**src/rtl/shake_squeeze_buffer.sv**
```systemverilog
// Captures SHAKE256 rate blocks and streams them out as W-bit words until the
// requested byte count is emitted, asking the core for more blocks as needed.
module shake_squeeze_buffer #(
    parameter int W    = 64,
    parameter int RATE = 1088
) (
    input  logic              clock,
    input  logic              reset,
    input  logic              start,
    input  logic [15:0]       out_len,
    input  logic [RATE-1:0]   hash_in,
    input  logic              squeezed,
    output logic              squeeze_req,
    output logic              busy,
    output logic [W-1:0]      m_data,
    output logic              m_valid,
    input  logic              m_ready,
    output logic              m_last,
    output logic [W/8-1:0]    m_keep,
    output logic              done,
    output logic              overrun
);

    localparam int WORDS = RATE / W;
    localparam int IDX_W = (WORDS > 1) ? $clog2(WORDS) : 1;
    localparam logic [15:0]      BPW      = 16'(W / 8);
    localparam logic [IDX_W-1:0] LAST_IDX = IDX_W'(WORDS - 1);

    typedef enum logic [1:0] {IDLE, WAIT, DRAIN, REQ} state_t;

    state_t            state;
    logic [RATE-1:0]   blk;
    logic [IDX_W-1:0]  idx;
    logic [15:0]       rem;
    logic              hs;
    logic              is_last;

    assign hs      = m_valid & m_ready;
    assign is_last = (rem <= BPW);

    always_ff @(posedge clock or negedge reset) begin
        if (!reset) begin
            state       <= IDLE;
            blk         <= '0;
            idx         <= '0;
            rem         <= '0;
            busy        <= 1'b0;
            m_valid     <= 1'b0;
            squeeze_req <= 1'b0;
            done        <= 1'b0;
            overrun     <= 1'b0;
        end else begin
            done        <= 1'b0;
            squeeze_req <= 1'b0;
            // A block arriving when we are not waiting for one is dropped and flagged.
            if (squeezed && state != WAIT)
                overrun <= 1'b1;
            case (state)
                IDLE: begin
                    if (start) begin
                        if (out_len != 16'd0) begin
                            rem     <= out_len;
                            idx     <= '0;
                            overrun <= 1'b0;
                            busy    <= 1'b1;
                            state   <= WAIT;
                        end else begin
                            done <= 1'b1;
                        end
                    end
                end
                WAIT: begin
                    if (squeezed) begin
                        blk     <= hash_in;
                        idx     <= '0;
                        m_valid <= 1'b1;
                        state   <= DRAIN;
                    end
                end
                DRAIN: begin
                    if (hs) begin
                        if (is_last) begin
                            rem     <= '0;
                            busy    <= 1'b0;
                            done    <= 1'b1;
                            m_valid <= 1'b0;
                            state   <= IDLE;
                        end else begin
                            rem <= rem - BPW;
                            if (idx == LAST_IDX) begin
                                idx         <= '0;
                                m_valid     <= 1'b0;
                                squeeze_req <= 1'b1;
                                state       <= REQ;
                            end else begin
                                idx <= idx + IDX_W'(1);
                            end
                        end
                    end
                end
                REQ:     state <= WAIT;
                default: state <= IDLE;
            endcase
        end
    end

    // Lane 0 sits in the top bits of the block; keep marks leading valid bytes.
    always_comb begin
        m_data = blk[RATE-1-W*int'(idx) -: W];
        m_last = m_valid & is_last;
        m_keep = '0;
        for (int b = 0; b < W/8; b++)
            m_keep[W/8-1-b] = m_valid & (!is_last || (16'(b) < rem));
    end

endmodule
```
**config.mk**
```make
export PLATFORM = sky130hd
export DESIGN_NAME = shake_squeeze_buffer
export DESIGN_NICKNAME = d
export VERILOG_FILES = /design/src/rtl/shake_squeeze_buffer.sv
export SDC_FILE = /design/constraint.sdc
export NUM_CORES = 2
export LEC_CHECK = 0
export ABC_CLOCK_PERIOD_IN_PS = 5700
export BUFFER_PORTS_ARGS = -buffer_cell sky130_fd_sc_hd__buf_4
export CORE_AREA = 2 2 468 470
export DETAILED_ROUTE_END_ITERATION = 10
export DIE_AREA = 0 0 470 472
export GPL_TIMING_DRIVEN = 0
export PLACE_DENSITY_LB_ADDON = 0.15
export SYNTH_ARGS = -nofsm -noshare
export SYNTH_HDL_FRONTEND = slang
export SYNTH_SLANG_ARGS = --single-unit
export TNS_END_PERCENT = 100
```
**constraint.sdc**
```tcl
create_clock -name clock -period 5.7 [get_ports clock]
set_clock_uncertainty 0.1 [all_clocks]
set_input_delay 1.14 -clock clock [delete_from_list [all_inputs] [get_ports clock]]
set_output_delay 1.14 -clock clock [all_outputs]
set_load 0.005 [all_outputs]
```
==> run metrics <==
status completed; Final setup violation count 0; EDFF count, synth 0; via count of the routed design around 36000; port bufs between 1000 and 1500; most frequent cells in the layout buf_4, dfrtp_1, mux2_2; Syn Nets ~4300; pin count of the biggest net entering global routing between 100 and 150; static leakage around 0.029 µW; Congestion Overflow GR 0; Die W about 470 µm; DP Cell Count just over 7000; Detail Route Antenna Nets 0; Max Cap Violations 0; post-synthesis cell count approximately 3200; crit path launch type flop; RSZ-0062 raised after global routing no; PwrDens between 500 and 600 nW/µm²; leading cell type in the layout, fill and taps excluded buf_4; Critical Path AT around 4.3 ns; post-route insts no fill approximately 7500; Fmax achieved around 180 MHz; DPL Wire Length ~210 mm; #FFs+latches synth 1116; clock buffer depth 3; Residual DRC 0; drt initial violations 2459; Tcrit/Tclk final 98.0%; Least-Margin Pin Slew between 1 and 1.5 ns; clk sinks 1116; GR Util All Layers about 23%; synth warn 0; ys async rst share between 90% and 100%; slowest cell delay on critical path between 0.7 and 0.8 ns; VDD IR max 0.000288 V; via density per instance 4.75; critical path's slowest cell a221oi_4; cell area after synthesis 50100 µm²; worst skew pair latency about 0.8 ns; first drt pass iteration count 7; Ports 1187; clock transition at the registers of the reported paths around 0.060 ns; Yosys cell types 53; P&R area growth vs syn 37.2%; CTS root buf clkbuf_16; Synth top area share around 56%; antenna violations before repair between 100 and 150; WL per Instance about 34 µm; Worst Setup End Kind output pin; fin nets approximately 5600; Avg Synthesized Cell Area 15.9 µm²; ys flop type dfrtp_1; core area ~220000 µm²; H-tree levels 4; hold crit path type in2async; post-synthesis sequential area ratio a little under three fifths; Final Hold Viols 0; Synth area leader dfrtp_1; Synth area leaders dfrtp_1, mux2_2, mux4_2, a21oi_1, clkbuf_1; vias in the first global route 37963; GP Congestion between 0.8 and 0.9; Hold WS ~0.13 ns; CTS buffer count between 100 and 150; row count 171; CTS Hold Buffers Added 0; CP Data Required Time about 4.5 ns; crit path time final 5.58 ns; first-pass GRT wire length around 350 mm; Die Y roughly 470 µm; peak fanout along the critical path 10; post-layout util between 30% and 40%; Rel. slew slack 7.41%; CTS tree built; CP dominant cell by count buf_12; layout cell share with drive strength beyond 1 between 60% and 70%; final wirelength 259 mm; critical path cell sequence buf_6, buf_12, buf_16, buf_12, inv_1, ha_2, and3_2, clkdlybuf4s15_1, a221oi_4, a21oi_2, buf_4; Final Max Tran Viols 0; initial core utilization between 20% and 30%; Die Area roughly 220000 µm²; Setup Crit Path Kind reg2out
==> Yosys cell counts, types with 3 or more instances <==
master / n
clkbuf_1: 160
nor2b_1: 6
nor3b_1: 4
nand3_1: 13
mux2_2: 1090
nand2_1: 11
nor4_1: 7
buf_4: 7
inv_1: 14
mux2i_1: 5
a21oi_1: 123
o211ai_1: 11
buf_6: 6
nor2_1: 44
nand2b_1: 5
a22oi_1: 49
and3_1: 4
o2bb2ai_1: 4
o22ai_1: 4
buf_2: 40
a21boi_0: 7
dfrtp_1: 1116
or4_1: 4
mux4_2: 270
a221oi_1: 49
buf_1: 26
nor3_1: 7
o21ai_0: 9
a221o_1: 3
a31oi_1: 3
ha_1: 8
nand4_1: 5
a22o_1: 9
and2_1: 4
==> critical path: cells and delay by family (launching register included) <==
| family | cells | cell delay [ns] |
|---|---|---|
| buf+inv | 7 | 1.60 |
| compound gates | 2 | 0.89 |
| flops | 1 | 0.39 |
| simple gates | 1 | 0.32 |
| fa+ha+maj | 1 | 0.28 |
==> power by group <==
part           switching (µW)  internal [µW]
clock                    3970           5570
combinational            7470           8120
sequential               2440          12000
total                   13900          25700
==> final cells by class <==
class | instances | area [µm²]
Fill cell | 21958 | 148000
Sequential cell | 1116 | 27900
Multi-Input combinational cell | 1784 | 21400
Timing Repair Buffer | 1208 | 9380
Clock buffer | 211 | 4280
Tap cell | 2854 | 3570
Buffer | 238 | 1340
Clock inverter | 49 | 629
Antenna cell | 51 | 128
Inverter | 14 | 52.6
==> cell families (layout without fill, tap and decap cells) <==
kind of cell / Yosys count / after routing / share of synthesized area (%)
DFF: 1116 / 1116 / 55.8
and+or+nand+nor: 122 / 122 / 1.23
muxes: 1365 / 1365 / 36.8
xor gates and xnor gates: 1 / 1 / 0.0175
adders and majority gates: 8 / 8 / 0.200
buffers and inverters: 253 / 1720 / 2.14
AOI/OAI and AO/OA: 288 / 288 / 3.87
other: 0 / 51 / 0
==> registers in the layout, indices dropped and copies added, names as in the netlist <==
name         flops
done             1
idx              5
m_valid          1
squeeze_req      1
rem             16
state            2
blk           1088
busy             1
overrun          1
==> per-layer routing <==
metal	up-vias	track usage (%)	wire length [µm]
li1	14824	-	-
met1	19148	29.0	108000
met2	1343	37.8	124000
met3	339	7.61	20300
met4	92	5.45	5660
met5	-	0	552
==> timing repair <==
item | in CTS | in global routing
resized for setup | 171 | 20
cloned | 1 | 0
endpoints found under the setup margin | 64 | 33
setup buffers | 4 | 1
pin swaps | 4 | 2
==> metrics by stage <==
stage,worst slack (ns),TNS (ns),total power (µW),area [µm²]
after global routing,0.00241,0,41700,68600
final,0.116,0,39600,68700
after floorplan,1.16,0,22900,50100
after CTS,0.00517,0,40100,68500
after detailed placement,-2.74,-135.99,30000,63000
after global placement,-11.86,-,29700,62500
==> worst paths after layout <==
path / from / end / slack, ns / cells after the start
max in group asynchronous: reset / blk[23]$_DFFE_PN0P_ / 2.36 / 5
hold reg to reg: blk[511]$_DFFE_PN0P_ / blk[511]$_DFFE_PN0P_ / 0.40 / 1
setup reg to reg: state[1]$_DFFE_PN0P_ / blk[690]$_DFFE_PN0P_ / 1.55 / 8
setup / recovery: idx[0]$_DFFE_PN0P_ / m_data[17] / 0.12 / 11
hold / removal: reset / blk[438]$_DFFE_PN0P_ / 0.13 / 1
min in group clock: blk[511]$_DFFE_PN0P_ / blk[511]$_DFFE_PN0P_ / 0.40 / 1
Note: power is estimated with default switching activity, not from simulation.
